## src/rtl/regfile_pkg.sv

```systemverilog
// rtl/regfile_pkg.sv - shared constants and helpers for register_file_n
// Purpose: default geometry, address-width helper and zero-register index.
// Optional feature macro used by the top: REGFILE_BYPASS_EN.
package regfile_pkg;

  localparam int unsigned DEFAULT_WIDTH = 64;
  localparam int unsigned DEFAULT_DEPTH = 16;
  localparam int unsigned ZERO_REG_IDX  = 0;

  // Address width needed to index 'depth' registers.
  function automatic int unsigned calc_aw(input int unsigned depth);
    return $clog2(depth);
  endfunction

endpackage

```

## src/rtl/register_n.sv

```systemverilog
// rtl/register_n.sv - single WIDTH-bit storage register with load enable
// Ports:
//   Clock  - rising-edge clock
//   Clear  - asynchronous active-high clear
//   Write  - load enable
//   D      - load data
//   Q      - stored value
module register_n #(
  parameter int unsigned WIDTH = regfile_pkg::DEFAULT_WIDTH
) (
  input  logic             Clock,
  input  logic             Clear,
  input  logic             Write,
  input  logic [WIDTH-1:0] D,
  output logic [WIDTH-1:0] Q
);

  logic [WIDTH-1:0] q_q;
  logic [WIDTH-1:0] q_d;

  always_comb begin
    q_d = q_q;
    if (Write) q_d = D;
  end

  always_ff @(posedge Clock or posedge Clear) begin
    if (Clear) q_q <= '0;
    else       q_q <= q_d;
  end

  assign Q = q_q;

endmodule

```

## src/rtl/register_file_n.sv

```systemverilog
// rtl/register_file_n.sv - DEPTH x WIDTH register bank with busy scoreboard
// Purpose: one write port, two combinational read ports, per-register busy
//   bits set by Reserve and cleared by Write.
// Ports:
//   Clock, Clear       - clock and asynchronous active-high clear
//   Write, WAddr, D    - write port
//   Reserve, RsvAddr   - marks a register busy
//   RAddrA/B, QA/QB    - combinational read ports
//   BusyA/B, AnyBusy   - busy bit of each read address, OR of all busy bits
// Optional feature: define REGFILE_BYPASS_EN to forward the write port onto
//   matching read ports in the same cycle.
module register_file_n
  import regfile_pkg::*;
#(
  parameter int unsigned WIDTH    = DEFAULT_WIDTH,
  parameter int unsigned DEPTH    = DEFAULT_DEPTH,
  parameter int unsigned AW       = calc_aw(DEPTH),
  parameter int unsigned ZERO_REG = 1
) (
  input  logic             Clock,
  input  logic             Clear,
  input  logic             Write,
  input  logic [AW-1:0]    WAddr,
  input  logic [WIDTH-1:0] D,
  input  logic             Reserve,
  input  logic [AW-1:0]    RsvAddr,
  input  logic [AW-1:0]    RAddrA,
  input  logic [AW-1:0]    RAddrB,
  output logic [WIDTH-1:0] QA,
  output logic [WIDTH-1:0] QB,
  output logic             BusyA,
  output logic             BusyB,
  output logic             AnyBusy
);

  localparam logic [AW-1:0] ZERO_ADDR = AW'(ZERO_REG_IDX);

  logic [WIDTH-1:0] reg_data [DEPTH];
  logic [DEPTH-1:0] busy_q;
  logic [DEPTH-1:0] busy_d;

  // Register array; register 0 is hardwired to zero when ZERO_REG is set.
  for (genvar i = 0; i < DEPTH; i++) begin : g_reg
    if ((ZERO_REG != 0) && (i == ZERO_REG_IDX)) begin : g_zero
      assign reg_data[i] = '0;
    end else begin : g_store
      register_n #(.WIDTH(WIDTH)) u_reg (
        .Clock (Clock),
        .Clear (Clear),
        .Write (Write && (WAddr == AW'(i))),
        .D     (D),
        .Q     (reg_data[i])
      );
    end
  end

  // Reserve is applied after Write so a same-address reservation wins.
  always_comb begin
    busy_d = busy_q;
    if (Write)   busy_d[WAddr]   = 1'b0;
    if (Reserve) busy_d[RsvAddr] = 1'b1;
    if (ZERO_REG != 0) busy_d[ZERO_REG_IDX] = 1'b0;
  end

  always_ff @(posedge Clock or posedge Clear) begin
    if (Clear) busy_q <= '0;
    else       busy_q <= busy_d;
  end

  logic [WIDTH-1:0] qa_rd;
  logic [WIDTH-1:0] qb_rd;
  logic             busy_a_rd;
  logic             busy_b_rd;

  always_comb begin
    qa_rd     = reg_data[RAddrA];
    qb_rd     = reg_data[RAddrB];
    busy_a_rd = busy_q[RAddrA];
    busy_b_rd = busy_q[RAddrB];
`ifdef REGFILE_BYPASS_EN
    // Forward the write port; the zero register is never forwarded.
    if (Write && (WAddr == RAddrA) && !((ZERO_REG != 0) && (WAddr == ZERO_ADDR))) begin
      qa_rd     = D;
      busy_a_rd = Reserve && (RsvAddr == RAddrA);
    end
    if (Write && (WAddr == RAddrB) && !((ZERO_REG != 0) && (WAddr == ZERO_ADDR))) begin
      qb_rd     = D;
      busy_b_rd = Reserve && (RsvAddr == RAddrB);
    end
`endif
  end

  // Gate with Clear so forwarded values cannot leak out while cleared.
  assign QA      = Clear ? '0 : qa_rd;
  assign QB      = Clear ? '0 : qb_rd;
  assign BusyA   = !Clear && busy_a_rd;
  assign BusyB   = !Clear && busy_b_rd;
  assign AnyBusy = !Clear && (|busy_q);

  // ZERO_ADDR is only referenced by the bypass path.
  logic unused_ok;
  assign unused_ok = ^ZERO_ADDR;

endmodule

```

## config.mk

```make
export PLATFORM = sky130hd
export DESIGN_NAME = register_file_n
export DESIGN_NICKNAME = d
export VERILOG_FILES = /design/src/rtl/regfile_pkg.sv /design/src/rtl/register_n.sv /design/src/rtl/register_file_n.sv
export SDC_FILE = /design/constraint.sdc
export NUM_CORES = 2
export LEC_CHECK = 0
export CORE_MARGIN = 1.5
export CORE_UTILIZATION = 41
export DETAILED_ROUTE_END_ITERATION = 8
export HOLD_SLACK_MARGIN = 0.12
export PLACE_DENSITY_LB_ADDON = 0.12
export SKIP_LAST_GASP = 1
export SLEW_MARGIN = 20
export SYNTH_ARGS = -nofsm -noshare
export SYNTH_HDL_FRONTEND = slang
export SYNTH_SLANG_ARGS = --single-unit
```

## constraint.sdc

```tcl
create_clock -name Clock -period 36.4 [get_ports Clock]
set_input_delay 10.92 -clock Clock [delete_from_list [all_inputs] [get_ports Clock]]
set_output_delay 10.92 -clock Clock [all_outputs]
set_load 0.01 [all_outputs]
```

* After elaboration in Yosys (flattened, before gate mapping) *
Index checks and enable logic that the tools add are counted.

operators by class
  muxes and demuxes = 18
  reduce and logical (&&, ||, !) cells = 22
  equal/unequal tests = 15
  magnitude comparators = 8
  bitwise logic cells = 5

operators with widths
  cell                                                                          count
  64-bit binary-select mux with 4-bit select                                    2
  64-bit 2-to-1 mux                                                             6
  4-bit equality test, second input constant                                    8
  16-bit 2-to-1 mux                                                             2
  1-bit logical AND                                                             20
  4-bit by 5-bit less-than comparator with 1-bit output, second input constant  4
  16-bit AND                                                                    1
  4-bit by 3-bit equality test with 1-bit output, second input constant         4
  16-bit inverter                                                               1
  16-bit bitwise OR                                                             1
  15-bit OR reduction                                                           1
  5-bit >= comparator, second input constant                                    2
  4-bit inverter with 5-bit output                                              2
  1-bit binary-select mux with 4-bit select                                     2
  1-bit demux with 4-bit select                                                 2
  4-bit by 2-bit equality test with 1-bit output, second input constant         2
  4-bit by 1-bit >= comparator with 1-bit output, second input constant         2
  4-bit by 1-bit equality test with 1-bit output, second input constant         1
  1-bit 2-to-1 mux                                                              4
  1-bit zero test                                                               1

word-level totals
  bits in registers = 975
  bits of input ports = 84
  output and inout bits = 131

* Longest topological paths before layout *
  word-level depth = 9
  depth in mapped cells = 7
  mapped depth without buffers = 4

* Cells and area by module *
A second synthesis with hierarchy kept.

unflattened totals
  cell total of the unflattened synthesis = 4072
  area, all modules = 57686.6 um^2

by module, submodules not included
  module           area an instance (um^2)  sequential area each (um^2)  instances  cells an instance
  register_n       2682.6                   1601.5                       15         136
  register_file_n  17448.0                  375.4                        1          2032

* Least setup slack after synthesis *
No wires, ideal clock.

  path type = input-to-output
  start = input port RAddrA[1]
  end = output port QA[10]
  cell stages on the path = 6
  data arrival time = 12.347 ns
  path slack = 13.133 ns
  required time = 25.480 ns
  path buffers = 4
  path through = buf_2 buf_4 buf_4 buf_1 a221oi_1 nor4_1

between the ends
  longest elaborated chain between the ends = 5

RTL lines
  what                                                    line                   RTL
  from (decl)                                             register_file_n.sv:27  input logic [AW-1:0] RAddrA,
  4-bit inverter with 5-bit output (implied by the code)  register_file_n.sv:76  qa_rd = reg_data[RAddrA];
  64-bit binary-select mux with 4-bit select              register_file_n.sv:76
  64-bit 2-to-1 mux (implied by the code) (2 in a row)    register_file_n.sv:76
  64-bit 2-to-1 mux                                       register_file_n.sv:94  assign QA = Clear ? '0 : qa_rd;
  to (decl)                                               register_file_n.sv:29  output logic [WIDTH-1:0] QA,

No other way between the ends. The select of a mux whose other input is x is not followed.

* Worst setup path in the final report *
  start = input port RAddrA[2]
  end = output port QA[51]

Same word-level chain as after synthesis.

==> report_table.html <==
<table>
<tr><th>Metric</th><th>Value</th></tr>
<tr><th colspan="2">Routing</th></tr>
<tr><td>Initial drt markers</td><td>around 2500</td></tr>
<tr><td>DRC violations left</td><td>0</td></tr>
<tr><td>Overall via count from detail_route</td><td>33100</td></tr>
<tr><td>Via density</td><td>between 6 and 7</td></tr>
<tr><td>Number of iterations in the first detailed-routing pass</td><td>7</td></tr>
<tr><td>Average routed wire per standard cell</td><td>31.9 um</td></tr>
<tr><td>Wire length after detailed routing</td><td>165000 um</td></tr>
<tr><td>Count of nets left with antenna violations after detail routing</td><td>0</td></tr>
<tr><th colspan="2">Synthesis</th></tr>
<tr><td>Mean post-synth cell area</td><td>14.9 um^2</td></tr>
<tr><td>Gate Count Post-Synth</td><td>between 3000 and 4000</td></tr>
<tr><td>Combined area of all synthesized cells</td><td>51000 um^2</td></tr>
<tr><td>Largest area contributor in the synthesized netlist</td><td>sky130_fd_sc_hd__dfrtp_1</td></tr>
<tr><td>Synthesized netlist net count</td><td>3504</td></tr>
<tr><td>Post-synth cell types</td><td>34</td></tr>
<tr><td>Share of synthesized area occupied by flip-flops and latches</td><td>47.9%</td></tr>
<tr><td>Synthesis-stage register bit count</td><td>975</td></tr>
<tr><td>Cell types with the largest area share after synthesis</td><td>sky130_fd_sc_hd__dfrtp_1 (48%), sky130_fd_sc_hd__mux2_2 (21%), sky130_fd_sc_hd__mux4_2 (17%)</td></tr>
<tr><td>Synth Warn #</td><td>0</td></tr>
<tr><td>Share of Yosys cell area claimed by the top area cell type</td><td>between 40% and 50%</td></tr>
<tr><th colspan="2">Power and ir drop</th></tr>
<tr><td>Power per unit of standard cell area</td><td>just under 60 nW/um^2</td></tr>
<tr><td>Leakage Power</td><td>0.0232 uW</td></tr>
<tr><td>Max VDD drop</td><td>0.0000356 V</td></tr>
<tr><th colspan="2">Cells and area</th></tr>
<tr><td>Area growth from synthesis to final layout</td><td>13.5%</td></tr>
<tr><td>Number of inserted filler cells in the final layout</td><td>between 10000 and 15000</td></tr>
<tr><td>Finished Layout Cells</td><td>5184</td></tr>
<tr><td>Most frequent cells in the layout</td><td>sky130_fd_sc_hd__dfrtp_1 (975), sky130_fd_sc_hd__mux2_2 (933), sky130_fd_sc_hd__mux4_2 (390), sky130_fd_sc_hd__clkdlybuf4s50_1 (209), sky130_fd_sc_hd__mux2_1 (157)</td></tr>
<tr><td>Count of nets after finishing</td><td>3536</td></tr>
<tr><td>Most common cell after layout, fill and taps aside</td><td>sky130_fd_sc_hd__dfrtp_1</td></tr>
<tr><td>Layout cells sized above 1</td><td>45.1%</td></tr>
<tr><th colspan="2">Global routing</th></tr>
<tr><td>Global-route total usage across every layer</td><td>between 20% and 30%</td></tr>
<tr><td>Global route hottest layer</td><td>met2</td></tr>
<tr><td>First-pass GRT wire length</td><td>247000 um</td></tr>
<tr><td>Pin count of the biggest net entering global routing</td><td>191</td></tr>
<tr><td>Vias in the first global route</td><td>36100</td></tr>
<tr><td>M3 GR Usage</td><td>roughly 4.4%</td></tr>
<tr><td>Antenna violations before repair</td><td>12</td></tr>
<tr><td>Met1 Usage GRT</td><td>34.5%</td></tr>
<tr><td>GR Util met2</td><td>43.7%</td></tr>
<tr><td>Total congestion overflow</td><td>0</td></tr>
<tr><th colspan="2">Worst hold path</th></tr>
<tr><td>Worst min-delay path class</td><td>flop to flop</td></tr>
<tr><th colspan="2">Timing</th></tr>
<tr><td>Unrepaired setup endpoints after global routing</td><td>false</td></tr>
<tr><td>Transition time at the pin with the least slew margin</td><td>1.19 ns</td></tr>
<tr><td>Slew Limit Headroom</td><td>between 10% and 20%</td></tr>
<tr><td>Maximum clock rate</td><td>0.0371 GHz</td></tr>
<tr><td>Crit share post-route</td><td>74.0%</td></tr>
<tr><td>Final total negative setup slack</td><td>0 ns</td></tr>
<tr><td>Worst Clk Skew</td><td>0 ns</td></tr>
<tr><td>Number of hold violations in the final report</td><td>0</td></tr>
<tr><td>Shortest clock period the worst path allows after layout</td><td>about 27 ns</td></tr>
<tr><td>Setup violations, final</td><td>0</td></tr>
<tr><td>Max-slew violation count</td><td>0</td></tr>
<tr><th colspan="2">Die</th></tr>
<tr><td>Core area</td><td>123000 um^2</td></tr>
<tr><td>Effective utilization at floorplan</td><td>between 40% and 50%</td></tr>
<tr><td>Number of cell rows</td><td>129</td></tr>
<tr><td>Die height</td><td>356 um</td></tr>
<tr><td>DIE AREA</td><td>126000 um^2</td></tr>
<tr><td>Horizontal extent of the die</td><td>356 um</td></tr>
<tr><td>Ports</td><td>215</td></tr>
<tr><th colspan="2">Placement</th></tr>
<tr><td>DPL Wire Length</td><td>86800 um</td></tr>
<tr><td>Number of buffers added on ports</td><td>214</td></tr>
<tr><td>Placed Cells</td><td>about 5000</td></tr>
<tr><td>Weighted congestion reported at the end of routability-driven placement</td><td>0.759</td></tr>
<tr><th colspan="2">Clock network</th></tr>
<tr><td>Register clock-pin slew on the reported worst setup and hold paths</td><td>about 0.050 ns</td></tr>
<tr><td>Clock tree root driver cell</td><td>sky130_fd_sc_hd__clkbuf_16</td></tr>
<tr><td>Quantity of hold-fixing buffers added after cts</td><td>0</td></tr>
<tr><td>Post-CTS resize count</td><td>0</td></tr>
<tr><td>CTS tree</td><td>built</td></tr>
<tr><td>Total CTS buffers</td><td>112</td></tr>
<tr><td># H-tree levels</td><td>3</td></tr>
<tr><td>Post-CTS Setup Inserts</td><td>0</td></tr>
<tr><td>Clock buffer depth</td><td>3</td></tr>
<tr><td>Clock latency on the worst-skew pair</td><td>0.69 ns</td></tr>
<tr><td>Clock tree sinks</td><td>975</td></tr>
<tr><th colspan="2">Setup path</th></tr>
<tr><td>Endpoint kind of the worst setup timing path</td><td>output pin</td></tr>
<tr><td>Critical Path Slowest Stage Cell</td><td>sky130_fd_sc_hd__buf_4</td></tr>
<tr><td>Startpoint Class</td><td>input port</td></tr>
<tr><td>CP Class</td><td>input port to output pin</td></tr>
<tr><td>CP required</td><td>approximately 25 ns</td></tr>
<tr><td>Max incr delay on CP</td><td>0.89 ns</td></tr>
<tr><td>Ordered list of cells on the worst path</td><td>buf_8 -&gt; buf_4 -&gt; buf_4 -&gt; buf_4 -&gt; mux4_2 -&gt; o22ai_1 -&gt; nor4_1 -&gt; clkdlybuf4s50_1</td></tr>
<tr><td>Crit-path most repeated cell</td><td>sky130_fd_sc_hd__buf_4</td></tr>
<tr><td>Critical Path Fanout Max</td><td>56</td></tr>
<tr><td>WP data arrival</td><td>16.01 ns</td></tr>
<tr><th colspan="2">Run</th></tr>
<tr><td>Max-cap viol count</td><td>0</td></tr>
<tr><th colspan="2">Outcome</th></tr>
<tr><td>Run status</td><td>complete, no violations</td></tr>
</table>
==> routing by layer <==
metal | vias to the layer above | share of wire, %
met3 | 336 | 5.4
met1 | 18200 | 42
met5 | - | 0.040
met4 | 10 | 3.6
li1 | 13500 | -
met2 | 1065 | 49
==> through the flow <==
stage	total power (uW)	hold slack [ns]	area (um^2)	util, %	worst slack, ns
detailed placement	2270	0.491	54100	43.8	9.50
finish	3380	0.501	57800	46.8	9.47
CTS	3410	0.505	57800	46.8	9.51
global route	3540	0.527	57800	46.8	9.31
global placement	2220	0.479	54100	43.8	9.48
floorplan	2050	0.470	51000	-	11.52
==> power breakdown <==
group          total [uW]  internal, uW  switching [uW]
sequential           1520          1340             182
clock                1130           669             460
combinational         731           451             280
total                3380          2460             923
==> critical path, delay by kind of cell <==
family                 cells  cell delay (ns)
AOI/OAI and AO/OA          1             0.09
buffers and inverters      5             3.60
muxes                      1             0.37
and+or+nand+nor            1             0.81
==> flip-flops by register name, summed over array words and instances (netlist names) <==
register           count
g.g_store.u_reg.Q    960
busy_q                15
==> cell families after synthesis <==
| logic type | share of synthesized area, % |
|---|---|
| and+or+nand+nor | 3.15 |
| DFF | 47.9 |
| muxes | 41.4 |
| AOI/OAI and AO/OA | 4.14 |
| buffers and inverters | 3.46 |
==> area by class of cell <==
class                   instances  area [um^2]  share of cell area (%)
multi-input cells            2076        24900                    43.1
flip-flops and latches        975        24400                    42.2
clock buffers                 175         3350                    5.79
repair buffers                283         2750                    4.76
well taps                    1637         2050                    3.54
clock inverters                29          324                   0.560
inverters                       4         18.8                  0.0325
diodes                          5         12.5                  0.0216
==> path summary, 6_finish.rpt <==
kind / start / endpoint / slack (ns) / cells after the start
max: RAddrA[2] / QA[51] / 9.47 / 8
min: g_reg[12].g_store.u_reg.Q[56] / g_reg[12].g_store.u_reg.Q[56] / 0.50 / 1
max reg2reg: g_reg[1].g_store.u_reg.Q[12] / g_reg[1].g_store.u_reg.Q[12] / 35.56 / 1
min reg2reg: g_reg[12].g_store.u_reg.Q[56] / g_reg[12].g_store.u_reg.Q[56] / 0.50 / 1
max in group asynchronous: Clear / g_reg[11].g_store.u_reg.Q[12] / 22.74 / 6
min in group asynchronous: Clear / g_reg[7].g_store.u_reg.Q[61] / 10.72 / 2
==> cells in the mapped netlist <==
cell type / count
sky130_fd_sc_hd__mux4_2: 390
sky130_fd_sc_hd__nor2_1: 128
sky130_fd_sc_hd__nor2_2: 9
sky130_fd_sc_hd__o31ai_1: 3
sky130_fd_sc_hd__nor2b_1: 3
sky130_fd_sc_hd__a41oi_1: 1
sky130_fd_sc_hd__nor3_1: 1
sky130_fd_sc_hd__mux2_2: 933
sky130_fd_sc_hd__nand3b_4: 1
sky130_fd_sc_hd__dfrtp_1: 975
sky130_fd_sc_hd__buf_1: 8
sky130_fd_sc_hd__o22ai_1: 129
sky130_fd_sc_hd__nand3_2: 1
sky130_fd_sc_hd__a221oi_1: 130
sky130_fd_sc_hd__a32o_1: 2
sky130_fd_sc_hd__buf_2: 154
sky130_fd_sc_hd__a21o_1: 2
sky130_fd_sc_hd__nand2b_1: 6
sky130_fd_sc_hd__or2_2: 2
sky130_fd_sc_hd__clkbuf_1: 164
sky130_fd_sc_hd__inv_1: 4
sky130_fd_sc_hd__nand2_1: 12
sky130_fd_sc_hd__nor3b_1: 2
sky130_fd_sc_hd__nand3b_2: 1
sky130_fd_sc_hd__nor4_1: 131
sky130_fd_sc_hd__buf_6: 10
sky130_fd_sc_hd__mux2_1: 157
sky130_fd_sc_hd__nand3b_1: 6
sky130_fd_sc_hd__a21oi_1: 2
sky130_fd_sc_hd__nand3_1: 2
sky130_fd_sc_hd__or3_1: 3
sky130_fd_sc_hd__mux2i_1: 2
sky130_fd_sc_hd__o21ai_0: 17
sky130_fd_sc_hd__buf_4: 29
No activity file was read; power rests on OpenSTA's default activity.
